<file path="src/rtl/elevator_plant_if.sv">
// Controller <-> plant signal bundle for the elevator car/shaft/door model.
// master = controller (or bench) side, slave = plant side.
interface elevator_plant_if;
  logic       door;          // 1=open, 0=close
  logic [1:0] direction;     // 00 idle, 01 up, 10 down, 11 idle
  logic       obstruct;      // door path blocked
  logic [1:0] FS;            // floor sensor, 0 = between floors
  logic       DC;            // door fully closed
  logic       door_open;     // door fully open
  logic [1:0] floor;         // last/current floor 1..3
  logic       interlock_err; // sticky: open commanded while moving
  logic       limit_err;     // sticky: travel past end floor commanded

  modport master (
    output door, direction, obstruct,
    input  FS, DC, door_open, floor, interlock_err, limit_err
  );

  modport slave (
    input  door, direction, obstruct,
    output FS, DC, door_open, floor, interlock_err, limit_err
  );
endinterface

</file>
<file path="src/rtl/elevator_plant.sv">
// Plant model of an elevator car, shaft and door. Responds to the
// controller's door/direction commands with floor-sensor and door-closed
// feedback, and flags interlock / end-of-shaft violations.
module elevator_plant #(
  parameter int TRAVEL_CYCLES = 20,
  parameter int DOOR_CYCLES   = 8,
  parameter int START_FLOOR   = 1
) (
  input  logic             clk,
  input  logic             rst,
  elevator_plant_if.slave  bus
);

  localparam int DW = (DOOR_CYCLES   > 2) ? $clog2(DOOR_CYCLES)   : 1;
  localparam int TW = (TRAVEL_CYCLES > 2) ? $clog2(TRAVEL_CYCLES) : 1;
  localparam logic [DW-1:0] DLOAD = DW'(DOOR_CYCLES - 1);
  localparam logic [TW-1:0] TLOAD = TW'(TRAVEL_CYCLES - 1);

  typedef enum logic [1:0] {D_CLOSED, D_OPENING, D_OPEN, D_CLOSING} dstate_t;
  typedef enum logic [1:0] {M_PARKED, M_UP, M_DOWN} mstate_t;

  dstate_t       d_st, d_nxt;
  mstate_t       m_st, m_nxt;
  logic [DW-1:0] dcnt, dcnt_nxt;
  logic [TW-1:0] mcnt, mcnt_nxt;
  logic [1:0]    flr, flr_nxt, fs, fs_nxt;
  logic          dc_q, dopen_q, ilk_q, lim_q;
  logic          ilk_set, lim_set;
  logic          cmd_up, cmd_dn;

  assign cmd_up = (bus.direction == 2'b01);
  assign cmd_dn = (bus.direction == 2'b10);

  // Door FSM next-state: the door may only start opening while parked;
  // an obstruction blocks any closing motion, including aborting an opening
  // stroke, so a blocked door always ends up fully open.
  always_comb begin
    d_nxt    = d_st;
    dcnt_nxt = dcnt;
    ilk_set  = 1'b0;
    case (d_st)
      D_CLOSED: begin
        if (bus.door) begin
          if (m_st == M_PARKED) begin
            d_nxt    = D_OPENING;
            dcnt_nxt = DLOAD;
          end else begin
            ilk_set = 1'b1;
          end
        end
      end
      D_OPENING: begin
        if (!bus.door && !bus.obstruct) begin
          d_nxt    = D_CLOSING;
          dcnt_nxt = DLOAD;
        end else if (dcnt == '0) begin
          d_nxt = D_OPEN;
        end else begin
          dcnt_nxt = dcnt - DW'(1);
        end
      end
      D_OPEN: begin
        if (!bus.door && !bus.obstruct) begin
          d_nxt    = D_CLOSING;
          dcnt_nxt = DLOAD;
        end
      end
      D_CLOSING: begin
        if (bus.door || bus.obstruct) begin
          d_nxt    = D_OPENING;
          dcnt_nxt = DLOAD;
        end else if (dcnt == '0) begin
          d_nxt = D_CLOSED;
        end else begin
          dcnt_nxt = dcnt - DW'(1);
        end
      end
      default: d_nxt = D_CLOSED;
    endcase
  end

  // Motion FSM next-state: departs only parked with the door closed; a
  // simultaneous open request takes precedence over departure. A segment
  // always completes regardless of later direction changes.
  always_comb begin
    m_nxt    = m_st;
    mcnt_nxt = mcnt;
    flr_nxt  = flr;
    fs_nxt   = fs;
    lim_set  = 1'b0;
    case (m_st)
      M_PARKED: begin
        if (d_st == D_CLOSED) begin
          if (cmd_up) begin
            if (flr == 2'd3)   lim_set = 1'b1;
            else if (!bus.door) begin
              m_nxt    = M_UP;
              mcnt_nxt = TLOAD;
              fs_nxt   = 2'd0;
            end
          end else if (cmd_dn) begin
            if (flr == 2'd1)   lim_set = 1'b1;
            else if (!bus.door) begin
              m_nxt    = M_DOWN;
              mcnt_nxt = TLOAD;
              fs_nxt   = 2'd0;
            end
          end
        end
      end
      M_UP, M_DOWN: begin
        if (mcnt == '0) begin
          flr_nxt = (m_st == M_UP) ? flr + 2'd1 : flr - 2'd1;
          fs_nxt  = flr_nxt;
          m_nxt   = M_PARKED;
        end else begin
          mcnt_nxt = mcnt - TW'(1);
        end
      end
      default: m_nxt = M_PARKED;
    endcase
  end

  // State, counters and registered outputs.
  always_ff @(posedge clk or posedge rst) begin
    if (rst) begin
      d_st    <= D_CLOSED;
      m_st    <= M_PARKED;
      dcnt    <= '0;
      mcnt    <= '0;
      flr     <= 2'(START_FLOOR);
      fs      <= 2'(START_FLOOR);
      dc_q    <= 1'b1;
      dopen_q <= 1'b0;
      ilk_q   <= 1'b0;
      lim_q   <= 1'b0;
    end else begin
      d_st    <= d_nxt;
      m_st    <= m_nxt;
      dcnt    <= dcnt_nxt;
      mcnt    <= mcnt_nxt;
      flr     <= flr_nxt;
      fs      <= fs_nxt;
      dc_q    <= (d_nxt == D_CLOSED);
      dopen_q <= (d_nxt == D_OPEN);
      ilk_q   <= ilk_q | ilk_set;
      lim_q   <= lim_q | lim_set;
    end
  end

  assign bus.FS            = fs;
  assign bus.floor         = flr;
  assign bus.DC            = dc_q;
  assign bus.door_open     = dopen_q;
  assign bus.interlock_err = ilk_q;
  assign bus.limit_err     = lim_q;

endmodule
</file>
<file path="src/flat_wrapper.sv">
// flat-port wrapper written by rule: the top's interface ports become plain ports
module elevator_plant_flat 
#(
  parameter int TRAVEL_CYCLES = 20,
  parameter int DOOR_CYCLES   = 8,
  parameter int START_FLOOR   = 1
)
  (clk, rst, bus_door, bus_direction, bus_obstruct, bus_FS, bus_DC, bus_door_open, bus_floor, bus_interlock_err, bus_limit_err);
  elevator_plant_if bus_i ();
  input  logic clk;
  input  logic rst;
  input wire logic [$bits(bus_i.door)-1:0] bus_door;
  input wire logic [$bits(bus_i.direction)-1:0] bus_direction;
  input wire logic [$bits(bus_i.obstruct)-1:0] bus_obstruct;
  output wire logic [$bits(bus_i.FS)-1:0] bus_FS;
  output wire logic [$bits(bus_i.DC)-1:0] bus_DC;
  output wire logic [$bits(bus_i.door_open)-1:0] bus_door_open;
  output wire logic [$bits(bus_i.floor)-1:0] bus_floor;
  output wire logic [$bits(bus_i.interlock_err)-1:0] bus_interlock_err;
  output wire logic [$bits(bus_i.limit_err)-1:0] bus_limit_err;
  assign bus_i.door = bus_door;
  assign bus_i.direction = bus_direction;
  assign bus_i.obstruct = bus_obstruct;
  assign bus_FS = bus_i.FS;
  assign bus_DC = bus_i.DC;
  assign bus_door_open = bus_i.door_open;
  assign bus_floor = bus_i.floor;
  assign bus_interlock_err = bus_i.interlock_err;
  assign bus_limit_err = bus_i.limit_err;
  elevator_plant #(.TRAVEL_CYCLES(TRAVEL_CYCLES), .DOOR_CYCLES(DOOR_CYCLES), .START_FLOOR(START_FLOOR)) u_core (.clk(clk), .rst(rst), .bus(bus_i));
endmodule
</file>
<file path="config.mk">
export PLATFORM = sky130hd
export DESIGN_NAME = elevator_plant_flat
export DESIGN_NICKNAME = d
export VERILOG_FILES = /design/src/rtl/elevator_plant_if.sv /design/src/rtl/elevator_plant.sv /design/src/flat_wrapper.sv
export SDC_FILE = /design/constraint.sdc
export NUM_CORES = 1
export LEC_CHECK = 0
export BUFFER_PORTS_ARGS = -buffer_cell sky130_fd_sc_hd__clkbuf_2
export CELL_PAD_IN_SITES_DETAIL_PLACEMENT = 2
export CELL_PAD_IN_SITES_GLOBAL_PLACEMENT = 2
export CORE_ASPECT_RATIO = 1.25
export CORE_UTILIZATION = 36
export CTS_CLUSTER_SIZE = 12
export DETAILED_ROUTE_END_ITERATION = 6
export PLACE_DENSITY_LB_ADDON = 0.1
export SETUP_SLACK_MARGIN = 0.1
export SYNTH_ARGS = -nofsm -noshare
export SYNTH_HDL_FRONTEND = slang
export SYNTH_SLANG_ARGS = --single-unit
</file>
<file path="constraint.sdc">
create_clock -name clk -period 2.1 [get_ports clk]
set_input_delay 0.105 -clock clk [delete_from_list [all_inputs] [get_ports clk]]
set_output_delay 0.105 -clock clk [all_outputs]
set_load 0.05 [all_outputs]
</file>
==> flow_summary.html <==
<table>
<tr><th>Metric</th><th>Value</th></tr>
<tr><th colspan="2">Status</th></tr>
<tr><td>Run status</td><td>completed</td></tr>
<tr><th colspan="2">Clocking</th></tr>
<tr><td>H-tree depth</td><td>1</td></tr>
<tr><td>Num CTS Buffers</td><td>3</td></tr>
<tr><td>Clk buf depth</td><td>2</td></tr>
<tr><td>Post-CTS setup buffers</td><td>0</td></tr>
<tr><td>CTS tree</td><td>done</td></tr>
<tr><td>Worst-Skew Late Latency</td><td>0.31 ns</td></tr>
<tr><td>CTS sink count</td><td>20</td></tr>
<tr><td>Register clock-pin slew on the reported worst setup and hold paths</td><td>0.12 ns</td></tr>
<tr><td>Clock tree root driver cell</td><td>clkbuf_4</td></tr>
<tr><th colspan="2">Final layout</th></tr>
<tr><td>Diodes inserted</td><td>0</td></tr>
<tr><td>Most used cells in the layout excluding fill and tap cells</td><td>dfrtp_1, inv_1, clkbuf_2, nand2_1</td></tr>
<tr><td>Most common cell after layout, fill and taps aside</td><td>dfrtp_1</td></tr>
<tr><td>Area Growth Syn to Fin</td><td>13.8%</td></tr>
<tr><td>Final net count</td><td>147</td></tr>
<tr><td>Filler cell count in the final layout</td><td>345</td></tr>
<tr><td>Proportion of layout cells with a drive suffix above 1</td><td>24.4%</td></tr>
<tr><th colspan="2">Pwr</th></tr>
<tr><td>Leakage dissipation</td><td>0.000651 uW</td></tr>
<tr><td>Peak ir drop on the vdd network</td><td>0.697 mV</td></tr>
<tr><td>PD cells</td><td>1440 nW/um^2</td></tr>
<tr><th colspan="2">Min path</th></tr>
<tr><td>Worst hold path class</td><td>primary input to flop</td></tr>
<tr><td>Instance count along the most critical hold path</td><td>3</td></tr>
<tr><td>Hold path startpoint</td><td>bus_obstruct</td></tr>
<tr><td>Worst hold endpoint</td><td>u_core.bus.door_open</td></tr>
<tr><th colspan="2">Drt</th></tr>
<tr><td>DRC violations left</td><td>0</td></tr>
<tr><td>Via-to-Cell Ratio</td><td>5.27</td></tr>
<tr><td>Via count</td><td>880</td></tr>
<tr><td>Total routed wirelength</td><td>2.62 mm</td></tr>
<tr><td>Drt first-iter violations</td><td>15</td></tr>
<tr><td>Number of nets with antenna violations after detailed routing</td><td>0</td></tr>
<tr><td>WL per Instance</td><td>15.7 um</td></tr>
<tr><td>TritonRoute pass-1 iters</td><td>3</td></tr>
<tr><th colspan="2">STA</th></tr>
<tr><td>Clk_skew</td><td>0.00799 ns</td></tr>
<tr><td>Setup violation total in the final timing report</td><td>0</td></tr>
<tr><td>Slew Limit Fails</td><td>0</td></tr>
<tr><td>Final sum of negative setup slack</td><td>0 ns</td></tr>
<tr><td>Highest clock rate</td><td>0.538 GHz</td></tr>
<tr><td>Share of the clock period used by the worst path after layout</td><td>88.5%</td></tr>
<tr><td>Pin slew with the least headroom to its limit</td><td>0.792 ns</td></tr>
<tr><td>Hold_ws</td><td>0.155 ns</td></tr>
<tr><td>RSZ-0062 raised after global routing</td><td>false</td></tr>
<tr><td>Minimum clock period</td><td>1.86 ns</td></tr>
<tr><td>Number of hold violations in the final report</td><td>0</td></tr>
<tr><td>Slew margin rel.</td><td>47.1%</td></tr>
<tr><th colspan="2">Floorplanning</th></tr>
<tr><td>Top-level I/O count</td><td>14</td></tr>
<tr><td>Die width</td><td>53.0 um</td></tr>
<tr><td>Die Ht</td><td>65.8 um</td></tr>
<tr><td>Initial Util</td><td>38.7%</td></tr>
<tr><td>Area enclosed by the die boundary</td><td>3490 sq um</td></tr>
<tr><td>Site Rows</td><td>22</td></tr>
<tr><td>Core region area</td><td>3030 sq um</td></tr>
<tr><th colspan="2">GRT</th></tr>
<tr><td>Total routing resource utilization after global routing</td><td>17.9%</td></tr>
<tr><td>Number of global-route vias before repair</td><td>1,017</td></tr>
<tr><td>Antenna violations before repair</td><td>0</td></tr>
<tr><td>Overflow left after global routing</td><td>0</td></tr>
<tr><td>Wire length of the first global-routing pass</td><td>4.51 mm</td></tr>
<tr><td>Largest net degree at the start of global routing</td><td>21</td></tr>
<tr><th colspan="2">Yosys</th></tr>
<tr><td>Warnings from Yosys</td><td>0</td></tr>
<tr><td>Multiplexer fraction of the synthesized cell area</td><td>9.40%</td></tr>
<tr><td>Portion of the post-synthesis area used by sequential elements</td><td>43.1%</td></tr>
<tr><td>Share of synthesized cell area in full adder, half adder and majority cells</td><td>9.62%</td></tr>
<tr><td>Synth Register Bits</td><td>20</td></tr>
<tr><td>Cell area after synthesis</td><td>1170 sq um</td></tr>
<tr><td>Post-Synthesis Cells</td><td>115</td></tr>
<tr><td>Number of distinct library cells after synthesis</td><td>35</td></tr>
<tr><td>Compound-Gate Fraction of Synth Area</td><td>10.1%</td></tr>
<tr><td>Post-synthesis simple-gate area fraction</td><td>16.8%</td></tr>
<tr><td>Share of the synthesized netlist area taken by xor and xnor gates</td><td>5.24%</td></tr>
<tr><td>Avg Cell Area, Syn</td><td>10.2 sq um</td></tr>
<tr><td>Dominant combinational cell family by area after synthesis</td><td>simple AND/OR/NAND/NOR gates</td></tr>
<tr><td>Total nets after synthesis</td><td>130</td></tr>
<tr><th colspan="2">Critical path</th></tr>
<tr><td>Startpoint of the lowest-slack register-to-register path</td><td>u_core.m_st[0]</td></tr>
<tr><td>End of the worst register-to-register path</td><td>u_core.mcnt[3]</td></tr>
<tr><td>Sequence of cells on the critical path</td><td>inv_1 &gt; ha_2 &gt; nand2_1 &gt; mux2_2 &gt; nand4_2 &gt; mux2_1</td></tr>
<tr><td>Crit-path max cell delay</td><td>0.43 ns</td></tr>
<tr><td>Required arrival time at the worst endpoint</td><td>2.29 ns</td></tr>
<tr><td>Data arrival time of the critical path</td><td>2.05 ns</td></tr>
<tr><td>Startpoint type of the worst setup path</td><td>flop</td></tr>
<tr><td>Setup crit end kind</td><td>flop</td></tr>
<tr><td>Path type of the worst setup path</td><td>flop to flop</td></tr>
<tr><td>Length in cells of the worst reg-to-reg path</td><td>6</td></tr>
<tr><td>Worst reg2reg setup slack</td><td>0.24 ns</td></tr>
<tr><td>Cell with the largest stage delay on the worst path</td><td>dfrtp_1</td></tr>
<tr><td>CP max FO</td><td>9</td></tr>
<tr><th colspan="2">Place</th></tr>
<tr><td>IO buf count</td><td>13</td></tr>
<tr><td>Routability Congestion</td><td>0.712</td></tr>
<tr><td>HPWL reported at the end of detailed placement</td><td>2.06 mm</td></tr>
<tr><th colspan="2">Job</th></tr>
<tr><td>Max-cap violations</td><td>0</td></tr>
</table>
==> cells in the mapped netlist, drive strengths merged <==
master	count	share of area, %
a21oi	4	1.7
nor2	8	2.6
inv	14	4.5
dfstp	3	6.7
nand2	11	3.5
o2bb2ai	1	0.75
nor3	1	0.43
nand2b	2	1.1
xor2	2	1.5
nor4b	1	0.75
o41ai	1	0.75
a21o	1	0.64
o21a	1	0.64
mux2i	2	1.7
nand3b	3	1.9
a31o	2	1.5
dfrtp	17	36
mux2	8	7.7
nand4	3	2.1
nand3	4	1.7
xnor2	5	3.7
buf	3	1.3
o21ai	1	0.43
a31oi	1	0.53
nor3b	1	0.64
or3b	1	0.75
nor2b	2	1.3
ha	9	9.6
a211o	1	0.75
a211oi	1	0.64
o31ai	1	1.8
==> worst max path at each step <==
stage | startpoint | endpoint | slack (ns) | depth (start not counted)
global placement | u_core.mcnt[0] | u_core.mcnt[1] | 0.26 | 6
CTS | u_core.m_st[0] | u_core.mcnt[3] | 0.12 | 6
finish | u_core.m_st[0] | u_core.mcnt[3] | 0.24 | 6
floorplan | u_core.bus.floor[0] | u_core.mcnt[0] | 0.26 | 5
global route | u_core.m_st[0] | u_core.mcnt[3] | 0.14 | 6
detailed placement | u_core.m_st[0] | u_core.mcnt[3] | 0.18 | 6
==> registers in the layout, indices dropped and copies added, names as in the netlist <==
name / cells
u_core.bus.FS: 2
u_core.d_st: 2
u_core.bus.door_open: 1
u_core.m_st: 2
u_core.mcnt: 5
u_core.bus.DC: 1
u_core.dcnt: 3
u_core.bus.floor: 2
u_core.bus.limit_err: 1
u_core.bus.interlock_err: 1
==> per-stage QoR <==
stage / utilization, % / cells / area [sq um] / setup slack (ns) / power [uW]
CTS: 43.6 / 167 / 1320 / 0.119 / 1930
global route: 44.0 / 167 / 1330 / 0.142 / 2070
finish: 44.0 / 167 / 1330 / 0.241 / 1920
global placement: 42.1 / 162 / 1270 / 0.262 / 1630
floorplan: - / 115 / 1170 / 0.259 / 1430
detailed placement: 42.1 / 162 / 1270 / 0.177 / 1690
==> what timing repair did <==
action,in CTS,in global routing
hold endpoints to repair,17,0
gates resized for setup,0,3
hold buffers,1,0
setup endpoints to repair,0,6
==> power breakdown <==
part	internal, uW	switching [uW]
Sequential	537	136
Combinational	387	626
Clock	106	126
==> cell families (layout without fill, tap and decap cells) <==
kind of cell / Yosys count / in the layout
compound gates: 15 / 15
mux: 10 / 10
flops: 20 / 20
buf+inv: 17 / 33
fa+ha+maj: 9 / 9
xor+xnor: 7 / 7
simple gates: 37 / 37
==> area by class of cell <==
cell class / instances / area, sq um / area share, %
Tap cell: 36 / 45.0 / 3.38
Inverter: 14 / 52.6 / 3.94
Timing Repair Buffer: 15 / 82.6 / 6.20
Clock buffer: 4 / 36.3 / 2.72
Multi-Input combinational cell: 78 / 612 / 45.9
Sequential cell: 20 / 504 / 37.8
==> metal layers <==
metal,share of wire (%),up-vias,global-route usage (%)
met4,0.84,0,5.92
li1,-,418,-
met1,42,451,19.7
met3,1.9,2,2.76
met2,55,9,33.7
met5,0,-,0
==> critical path: cells and delay by family, from the launching register on <==
kind / cells / cell delay (ns)
adder cells (fa/ha/maj): 1 / 0.31
buffers and inverters: 1 / 0.11
flip-flops: 1 / 0.43
multiplexers: 2 / 0.65
AND/OR/NAND/NOR: 2 / 0.25
Power figures use the tool's default switching activity.
